File: src/rtl/pipelined_adder_if.sv
// Operand/result stream bundle for pipelined_adder.
// The sub field exists only when PIPELINED_ADDER_SUB_EN is defined.
interface pipelined_adder_if #(
  parameter int WIDTH = 16
);
  logic             in_valid;
  logic             in_ready;
  logic [WIDTH-1:0] a;
  logic [WIDTH-1:0] b;
  logic             cin;
`ifdef PIPELINED_ADDER_SUB_EN
  logic             sub;
`endif
  logic             out_valid;
  logic             out_ready;
  logic [WIDTH-1:0] s;
  logic             cout;
  logic             ovf;

  modport master (
`ifdef PIPELINED_ADDER_SUB_EN
    output sub,
`endif
    output in_valid, a, b, cin, out_ready,
    input  in_ready, out_valid, s, cout, ovf
  );

  modport slave (
`ifdef PIPELINED_ADDER_SUB_EN
    input  sub,
`endif
    input  in_valid, a, b, cin, out_ready,
    output in_ready, out_valid, s, cout, ovf
  );
endinterface

File: src/rtl/pipelined_adder.sv
// Pipelined two's-complement adder, one STAGE_BITS ripple segment per register stage.
// Define PIPELINED_ADDER_SUB_EN to add a per-beat subtract control (bus.sub).
module pipelined_adder #(
  parameter int WIDTH      = 16,
  parameter int STAGE_BITS = 4
) (
  input logic              clk,
  input logic              rst,
  pipelined_adder_if.slave bus
);
  localparam int NUM_STAGES = WIDTH / STAGE_BITS;

  if (WIDTH < 2 || STAGE_BITS < 1 || (WIDTH % STAGE_BITS) != 0) begin : g_param_check
    $error("pipelined_adder: WIDTH must be >= 2 and an exact multiple of STAGE_BITS");
  end

  logic                  w_sub;
  logic [NUM_STAGES-1:0] w_v;
  logic [NUM_STAGES-1:0] w_stage_ready;

`ifdef PIPELINED_ADDER_SUB_EN
  assign w_sub = bus.sub;
`else
  assign w_sub = 1'b0;
`endif

  // A stage can load when it is empty or its successor can take its beat.
  always_comb begin
    logic w_rdy;
    w_rdy = bus.out_ready;
    w_stage_ready = '0;
    for (int k = NUM_STAGES - 1; k >= 0; k--) begin
      w_rdy = !w_v[k] || w_rdy;
      w_stage_ready[k] = w_rdy;
    end
  end

  for (genvar k = 0; k < NUM_STAGES; k++) begin : g_st
    localparam int LO   = k * STAGE_BITS;
    localparam int REM  = WIDTH - LO;
    localparam bit LAST = (k == NUM_STAGES - 1);

    logic [REM-1:0]           w_a_rem;
    logic [REM-1:0]           w_b_rem;
    logic [STAGE_BITS-1:0]    w_b_eff;
    logic [STAGE_BITS-1:0]    w_sum_seg;
    logic [LO+STAGE_BITS-1:0] w_s_nxt;
    logic                     w_c_in;
    logic                     w_c_out;
    logic                     w_v_in;
    logic                     w_sub_in;
    logic                     w_load;
    logic [LO+STAGE_BITS-1:0] r_s;
    logic                     r_c;
    logic                     r_v;

    if (k == 0) begin : g_src
      assign w_a_rem  = bus.a;
      assign w_b_rem  = bus.b;
      assign w_c_in   = bus.cin;
      assign w_v_in   = bus.in_valid;
      assign w_sub_in = w_sub;
      assign w_s_nxt  = w_sum_seg;
    end else begin : g_src
      assign w_a_rem  = g_st[k-1].g_fwd.r_a;
      assign w_b_rem  = g_st[k-1].g_fwd.r_b;
      assign w_c_in   = g_st[k-1].r_c;
      assign w_v_in   = g_st[k-1].r_v;
      assign w_sub_in = g_st[k-1].g_fwd.r_sub;
      assign w_s_nxt  = {w_sum_seg, g_st[k-1].r_s};
    end

    // b is inverted segment by segment so the sub flag rides along with its beat.
    assign w_b_eff  = w_b_rem[STAGE_BITS-1:0] ^ {STAGE_BITS{w_sub_in}};
    assign w_load   = w_stage_ready[k] && w_v_in;
    assign w_v[k]   = r_v;

    always_comb begin
      logic w_c;
      w_c = w_c_in;
      w_sum_seg = '0;
      for (int i = 0; i < STAGE_BITS; i++) begin
        w_sum_seg[i] = w_a_rem[i] ^ w_b_eff[i] ^ w_c;
        w_c = (w_a_rem[i] & w_b_eff[i]) | (w_c & (w_a_rem[i] ^ w_b_eff[i]));
      end
      w_c_out = w_c;
    end

    always_ff @(posedge clk) begin
      if (rst) begin
        r_v <= 1'b0;
        r_s <= '0;
        r_c <= 1'b0;
      end else begin
        if (w_stage_ready[k]) r_v <= w_v_in;
        if (w_load) begin
          r_s <= w_s_nxt;
          r_c <= w_c_out;
        end
      end
    end

    if (!LAST) begin : g_fwd
      logic [REM-STAGE_BITS-1:0] r_a;
      logic [REM-STAGE_BITS-1:0] r_b;
      logic                      r_sub;

      always_ff @(posedge clk) begin
        if (rst) begin
          r_a   <= '0;
          r_b   <= '0;
          r_sub <= 1'b0;
        end else if (w_load) begin
          r_a   <= w_a_rem[REM-1:STAGE_BITS];
          r_b   <= w_b_rem[REM-1:STAGE_BITS];
          r_sub <= w_sub_in;
        end
      end
    end else begin : g_last
      logic r_cmsb;

      // Carry into the MSB recovered from the MSB's own sum bit.
      always_ff @(posedge clk) begin
        if (rst) begin
          r_cmsb <= 1'b0;
        end else if (w_load) begin
          r_cmsb <= w_a_rem[STAGE_BITS-1] ^ w_b_eff[STAGE_BITS-1] ^ w_sum_seg[STAGE_BITS-1];
        end
      end
    end
  end

  assign bus.in_ready  = w_stage_ready[0];
  assign bus.out_valid = g_st[NUM_STAGES-1].r_v;
  assign bus.s         = g_st[NUM_STAGES-1].r_s;
  assign bus.cout      = g_st[NUM_STAGES-1].r_c;
  assign bus.ovf       = g_st[NUM_STAGES-1].r_c ^ g_st[NUM_STAGES-1].g_last.r_cmsb;
endmodule

File: src/flat_wrapper.sv
// flat-port wrapper written by rule: the top's interface ports become plain ports
module pipelined_adder_flat 
#(
  parameter int WIDTH      = 16,
  parameter int STAGE_BITS = 4
)
  (clk, rst, bus_in_valid, bus_a, bus_b, bus_cin, bus_out_ready, bus_in_ready, bus_out_valid, bus_s, bus_cout, bus_ovf);
  pipelined_adder_if #(.WIDTH(WIDTH)) bus_i ();
  input logic clk;
  input logic rst;
  input wire logic [$bits(bus_i.in_valid)-1:0] bus_in_valid;
  input wire logic [$bits(bus_i.a)-1:0] bus_a;
  input wire logic [$bits(bus_i.b)-1:0] bus_b;
  input wire logic [$bits(bus_i.cin)-1:0] bus_cin;
  input wire logic [$bits(bus_i.out_ready)-1:0] bus_out_ready;
  output wire logic [$bits(bus_i.in_ready)-1:0] bus_in_ready;
  output wire logic [$bits(bus_i.out_valid)-1:0] bus_out_valid;
  output wire logic [$bits(bus_i.s)-1:0] bus_s;
  output wire logic [$bits(bus_i.cout)-1:0] bus_cout;
  output wire logic [$bits(bus_i.ovf)-1:0] bus_ovf;
  assign bus_i.in_valid = bus_in_valid;
  assign bus_i.a = bus_a;
  assign bus_i.b = bus_b;
  assign bus_i.cin = bus_cin;
  assign bus_i.out_ready = bus_out_ready;
  assign bus_in_ready = bus_i.in_ready;
  assign bus_out_valid = bus_i.out_valid;
  assign bus_s = bus_i.s;
  assign bus_cout = bus_i.cout;
  assign bus_ovf = bus_i.ovf;
  pipelined_adder #(.WIDTH(WIDTH), .STAGE_BITS(STAGE_BITS)) u_core (.clk(clk), .rst(rst), .bus(bus_i));
endmodule
File: config.mk
export PLATFORM = sky130hd
export DESIGN_NAME = pipelined_adder_flat
export DESIGN_NICKNAME = d
export VERILOG_FILES = /design/src/rtl/pipelined_adder_if.sv /design/src/rtl/pipelined_adder.sv /design/src/flat_wrapper.sv
export SDC_FILE = /design/constraint.sdc
export NUM_CORES = 1
export LEC_CHECK = 0
export CAP_MARGIN = 20
export CELL_PAD_IN_SITES_DETAIL_PLACEMENT = 0
export CELL_PAD_IN_SITES_GLOBAL_PLACEMENT = 1
export CORE_MARGIN = 4
export CORE_UTILIZATION = 30
export DETAILED_ROUTE_END_ITERATION = 6
export PLACE_DENSITY_LB_ADDON = 0.1
export SETUP_SLACK_MARGIN = 0.3
export SYNTH_ARGS = -nofsm -noshare
export SYNTH_HDL_FRONTEND = slang
export SYNTH_SLANG_ARGS = --single-unit
export TNS_END_PERCENT = 20
File: constraint.sdc
create_clock -name clk -period 7.65 [get_ports clk]
set_clock_uncertainty 0.05 [all_clocks]
set_input_delay 1.9125 -clock clk [delete_from_list [all_inputs] [get_ports clk]]
set_output_delay 1.9125 -clock clk [all_outputs]
set_load 0.005 [all_outputs]
Word level (Yosys, flattened, before mapping):

Index checks and enable logic that the tools add are counted.
Widths: inputs -> output; s select.

* register bits after elaboration: 97
* bits in latches: 0
* memory bits (writable): 0
* ROM bits: 0
* input port bits: 37
* output and inout bits: 20
* word-level logic and storage cells: 113
* memories kept: 0

* $add $sub $neg: 0
* multiply operators: 0
* div/mod/pow operators: 0
* order comparisons: 0
* equal/unequal tests: 0
* shifts and indexed selects: 0
* muxes and demuxes: 0
* bitwise logic cells: 82
* reduce and logical (&&, ||, !) cells: 12

Operators with widths (count)
* $xor 1x1->1: 34
* $and 1x1->1: 32
* $or 1x1->1: 16
* $logic_and 1x1->1: 4
* $logic_not 1->1: 4
* $logic_or 1x1->1: 4

Depth between registers and ports, before layout:

Gate-level depths: netlist (run 1).

* depth in word-level cells: 9
* depth in mapped cells: 10
* gate-level depth less buffers: 10

Least setup slack after synthesis (run 1):

Ideal clock, no wire load.

* path type: input to output
* start: in bus_out_ready
* end: out bus_in_ready
* data arrival time: 2.401 ns
* data required time: 5.688 ns
* path slack: 3.286 ns
* cell stages on the path: 3
* buffers on the path: 1
* path through: and4b_1 buf_2 nand2_1

* longest elaborated chain between the ends: 4

Ends and longest elaborated chain
* from (decl): line flat_wrapper.sv:15 `input wire logic [$bits(bus_i.out_ready)-1:0] bus_out_ready;`
* $logic_or 1x1->1 (4 in a row): line pipelined_adder.sv:33 `w_rdy = !w_v[k] || w_rdy;`
* to (decl): line flat_wrapper.sv:16 `output wire logic [$bits(bus_i.in_ready)-1:0] bus_in_ready;`

No other way between the ends.

Worst setup path in the final report (run 1):

Same ends and word-level chain as after synthesis.

==> metrics.csv, run 1 <==
metric,value,unit
status,finished clean,
ant_nets,0,
synth_top_family_by_area,compound AO/OA/AOI/OAI gates,
hp-class,register to register,
critPathArrivalTime,3.49,ns
grt_start_max_net_pins,106,
critical_path_class,primary input to primary output,
multi_input_area,2360,µm²
syn-cell-area,4660,µm²
postCtsHoldBufs,0,
antenna_found_initial,0,
io_buffer_count,56,
synth_compound_area_share,21.7,%
synth_edf_count,0,
syn-num-nets,580,
whs,0.407,ns
core_area,15200,µm²
slowest_delay,0.54,ns
wl,11800,µm
synth_ff_type,dfxtp_1,
die_w,133,µm
yosys.area.top_type_share,41.6,%
dr.pass1.iters,4,
dieHeight,133,µm
path_cells,clkdlybuf4s50_1 > and4b_1 > nand2_1 > clkdlybuf4s50_1,
cts.repair.resized,0,
grt_use_total,13.7,%
ctsLongestPathBuffers,2,
fillCellCount,1571,
grt_overflow_total,0,
synth_most_common_cell,dfxtp_1,
synth_fa_ha_area_share,7.14,%
fin_crit,5.45,ns
htreeDepth,3,
cp-end-kind,primary output,
max_clock_freq,0.183,GHz
hold_viol,0,
antenna_cells,0,
drcViolationCount,0,
start_util,30.7,%
insertion_delay,0.34,ns
finalCritPeriodShare,71.3,%
synth.top_cells.by_count,"97 x dfxtp_1, 51 x a21oi_1, 49 x nand2_1, 38 x clkbuf_1, 33 x inv_1",
synth-seq-area-share,41.6,%
setup_violations,0,
cp_slowest_cell,and4b_1,
finalNetCount,598,
synth_cells,526,
synth_async_sr_flop_share,0,%
muxShareOfSynthArea,3.86,%
via_count,3860,
path_buf_inv,2,
viasPerCell,5.24,
relSlewSlack,30.5,%
cts_num_sinks,97,
netlist-cell-type-count,33,
seqCellArea,1940,µm²
post-cts-setup-buffers,0,
maxCapViolations,0,
slew_viol_final,0,
cts_tree,built,
grt_pass1_vias,3669,
critical_path_peak_fanout,11,
drive_gt1_share,7.29,%
io_pins,57,
p_leak,1.86,nW
peakVddDrop,0.0000982,V
worst_slew_pin_slew,1.04,ns
critPathTopFamily,buffers and inverters,
crit_path_start_kind,primary input,
tns,0,ns
cts-root-buf,clkbuf_16,
die_area,17600,µm²
ys_ff_latch,97,
grt_pass1_wl,19800,µm
rsz0062_at_grt,false,
yosys.area_share.xor_xnor,0.376,%
drt_iter0_markers,255,
synth.avg_cell_area,8.87,µm²
yosysTopAreaCell,dfxtp_1,
hpwl,7370,µm
cts_made_buffers,9,
cp.required,5.69,ns
area_growth,19.2,%
place_congestion,0.680,
path_common_cell,clkdlybuf4s50_1,
yosysWarnings,0,
power_density,202,nW/µm²
clk_pin_slew,0.06,ns
post_drt_wl_per_cell,16.0,µm
synthSimpleGateAreaFrac,17.5,%
num_rows,45,
synth.area.top_cells,"dfxtp_1 42%, fa_1 6.9%, a21oi_1 5.5%",
==> flip-flops by register name (all words and copies together) (netlist names) <==
register and flops:
u_core.g_st.r_s 24, u_core.bus.s 16, u_core.g_st.r_c 3, u_core.g_st.g_last.r_cmsb 1, u_core.bus.out_valid 1, u_core.g_st.g_fwd.r_a 24, u_core.g_st.r_v 3, u_core.g_st.g_fwd.r_b 24
u_core.bus.cout 1
==> power breakdown <==
group	total, mW	internal (mW)	switching, mW
logic	0.124	0.0576	0.0668
clock network	0.449	0.255	0.194
registers	0.548	0.530	0.0185
==> kinds of logic after synthesis <==
group,Yosys count
compound gates,156
xor+xnor,2
fa+ha+maj,17
buf+inv,90
flops,97
mux,18
simple gates,146
==> cell type report <==
type	count	area share [%]
tap	188	4.23
inverter	34	2.30
timing repair buffer	63	10.8
clock buffer	12	4.25
clock inverter	4	0.945
sequential	97	34.9
multi-input combinational	339	42.5
==> worst register-to-register path, stage by stage, from the launching register on <==
cell and delay [ns]:
dfxtp_1 0.31, inv_1 0.08, fa_1 0.18, inv_1 0.06, fa_1 0.37, fa_1 0.38
inv_1 0.09, fa_1 0.44, xnor2_1 0.15, nand3_1 0.09, a21oi_1 0.18
==> layer usage <==
| layer | wire length [µm] | GRT usage [%] |
|---|---|---|
| met1 | 6030 | 20.1 |
| met2 | 5130 | 20.1 |
| met3 | 502 | 3.92 |
| met4 | 98 | 2.77 |
| met5 | 0 | 0 |
==> cell usage in the layout, fill, tap and decap left out, drive strengths merged, types with 2 or more instances in the layout <==
master / instances
nand2: 49
a31oi: 26
nor2: 2
nand2b: 15
fa: 16
o21ai: 24
clkbuf: 12
nand4: 26
o211a: 3
a311oi: 3
o311ai: 26
a21oi: 51
mux2i: 18
buf: 9
a211oi: 9
nand3: 23
dfxtp: 97
clkdlybuf4s50: 54
a31o: 14
nor3b: 26
inv: 35
clkinv: 2
==> stage by stage <==
stage          total power [mW]  area (µm²)  setup WS (ns)  utilization, %  std cells
3_3_place_gp              0.683        5270           2.20            34.7        721
4_1_cts                    1.14        5560           2.16            36.6        737
3_5_place_dp              0.686        5270           2.19            34.7        721
2_1_floorplan             0.634        4660           3.29               -        526
5_1_grt                    1.18        5560           2.07            36.6        737
6_report                   1.12        5560           2.20            36.6        737
==> worst paths after layout <==
path                          startpoint                            to  depth (start not counted)  slack [ns]
max                        bus_out_ready                  bus_in_ready                          4        2.20
min                u_core.g_st[0].r_s[3]         u_core.g_st[0].r_s[3]                          2        0.41
max reg2reg  u_core.g_st[2].g_fwd.r_b[0]  u_core.g_st[3].g_last.r_cmsb                         10        5.18
min reg2reg        u_core.g_st[0].r_s[3]         u_core.g_st[0].r_s[3]                          2        0.41
Note: power is estimated with default switching activity, not from simulation.
==> inputs of run 2 (changes only) <==
clock period = 4.84 ns   (was 7.65 ns; I/O delays follow)
==> metrics.csv, run 2 (synthesis gave the netlist of run 1 again) <==
metric,value,unit,change
io_pins,57,,unchanged
postCtsHoldBufs,0,,unchanged
ctsLongestPathBuffers,2,,unchanged
dr.pass1.iters,4,,unchanged
area_growth,19.8,%,
whs_endpoint,u_core.g_st[2].g_fwd.r_a[0],,
setup_violations,0,,unchanged
min_path_cells,2,,unchanged
timing.rr.end,u_core.g_st[3].g_last.r_cmsb,,
status,finished clean,,
cts_tree,built,,
htreeDepth,3,,unchanged
cts_num_sinks,97,,unchanged
final_cell_mix,"97 x dfxtp_1, 54 x clkdlybuf4s50_1, 50 x a21oi_1, 49 x nand2_1, 33 x inv_1",,
cp.required,3.58,ns,-2.11 ns
maxCapViolations,0,,unchanged
post_drt_wl_per_cell,16.7,µm,+4.3%
finalCritPeriodShare,78.9,%,
slowest_delay,0.53,ns,about the same
post-cts-setup-buffers,0,,unchanged
p_leak,1.87,nW,+0.69%
dieHeight,133,µm,unchanged
seqCellArea,1940,µm²,unchanged
rsz0062_at_grt,false,,
fillCellCount,1575,,+0.25%
drcViolationCount,0,,unchanged
relSlewSlack,45.0,%,+14 points
core_area,15200,µm²,unchanged
finalNetCount,602,,+0.67%
power_density,312,nW/µm²,+55%
hold_start,u_core.g_st[2].g_fwd.r_a[0],,
cts-root-buf,clkbuf_16,,
grt_start_max_net_pins,80,,-25%
postLayoutCoreUtil,36.8,%,+0.19 points
drive_gt1_share,8.14,%,+0.85 points
peakVddDrop,0.000167,V,+70%
hpwl,7920,µm,+7.4%
critical_path_class,primary input to primary output,,
viasPerCell,5.28,,+0.83%
die_w,133,µm,unchanged
critPathArrivalTime,2.56,ns,-0.93 ns
ant_nets,0,,unchanged
reg2reg_depth,10,,unchanged
reg.largest.list,"u_core.g_st.g_fwd.r_a (24), u_core.g_st.g_fwd.r_b (24), u_core.g_st.r_s (24)",,
cts_made_buffers,9,,unchanged
insertion_delay,0.34,ns,about the same
tns,0,ns,unchanged
max_clock_freq,0.262,GHz,
rrSetupSlack,2.36,ns,-2.82 ns
design_area,5590,µm²,+0.52%
cts.repair.resized,0,,unchanged
num_rows,45,,unchanged
drt_iter0_markers,262,,+2.7%
hold_viol,0,,unchanged
path_cells,clkdlybuf4s50_1 > and4b_1 > nand2_1 > clkdlybuf4s50_1,,
via_count,3913,,+1.4%
antenna_found_initial,0,,unchanged
cp_slowest_cell,clkdlybuf4s50_1,,
place_area,5290,µm²,+0.43%
multi_input_area,2360,µm²,unchanged
grt_use_total,14.3,%,+0.65 points
worst_slew_pin_slew,0.826,ns,-0.217 ns
r2r-start,u_core.g_st[2].r_c,,
final_cells,741,,+0.54%
place_congestion,0.692,,+1.8%
io_buffer_count,56,,unchanged
start_util,30.7,%,unchanged
critical_path_peak_fanout,5,,-6
clk_pin_slew,0.06,ns,about the same
antenna_cells,0,,unchanged
place_inst,724,,+0.42%
wl,12300,µm,+4.9%
final_common_cell,dfxtp_1,,
path_common_cell,clkdlybuf4s50_1,,
grt_pass1_vias,3886,,+5.9%
slew_viol_final,0,,unchanged
crit_path_start_kind,primary input,,
die_area,17600,µm²,unchanged
cp-end-kind,primary output,,
grt_pass1_wl,20700,µm,+4.2%
hp-class,register to register,,
grt_overflow_total,0,,unchanged
fin_crit,3.82,ns,
==> run 2: cell count changes in the layout (fill, tap and decap cells not counted) <==
cell / delta
clkbuf_8: +1
clkinvlp_4: +2
bufinv_16: -1
inv_6: -1
buf_4: +3
buf_12: +1
clkbuf_1: -1
==> run 2: worst max path at each step <==
stage	from	endpoint	slack (ns)
2_1_floorplan	bus_cin	u_core.g_st[0].r_s[3]	1.75
3_3_place_gp	bus_out_ready	bus_in_ready	1.02
3_5_place_dp	bus_out_ready	bus_in_ready	1.03
4_1_cts	bus_out_ready	bus_in_ready	1.00
5_1_grt	bus_out_ready	bus_in_ready	0.95
6_report	bus_out_ready	bus_in_ready	1.02
==> run 2: cell type report <==
cell class | instances | area share [%]
Clock buffer | 12 | 4.41
Sequential cell | 97 | 34.8
Multi-Input combinational cell | 339 | 42.3
Timing Repair Buffer | 67 | 11.6
Tap cell | 188 | 4.21
Clock inverter | 4 | 0.515
Inverter | 34 | 2.28
==> run 2: power breakdown <==
part	internal, mW	switching [mW]	total, mW
sequential	0.837	0.0276	0.865
combinational	0.0937	0.111	0.204
clock	0.363	0.313	0.676
total	1.29	0.451	1.75
==> run 2: metal layers <==
layer | vias to the layer above | wire length [µm] | GRT usage (%)
met4 | 0 | 155 | 4.68
met1 | 1866 | 6250 | 20.6
met2 | 83 | 5520 | 22.0
met5 | - | 0 | 0
li1 | 1954 | - | -
met3 | 10 | 418 | 2.43
==> run 2: worst max-delay path, delay by kind of cell <==
kind,cells,cell delay (ns)
and+or+nand+nor,2,0.31
buffers and inverters,2,1.03
==> run 2: through the flow <==
step	power [mW]	setup WS (ns)	hold slack, ns
after floorplan	1.00	1.75	0.378
after global placement	1.08	1.02	0.399
after detailed placement	1.09	1.03	0.403
after CTS	1.77	1.00	0.415
after global routing	1.82	0.951	0.439
final	1.75	1.02	0.408
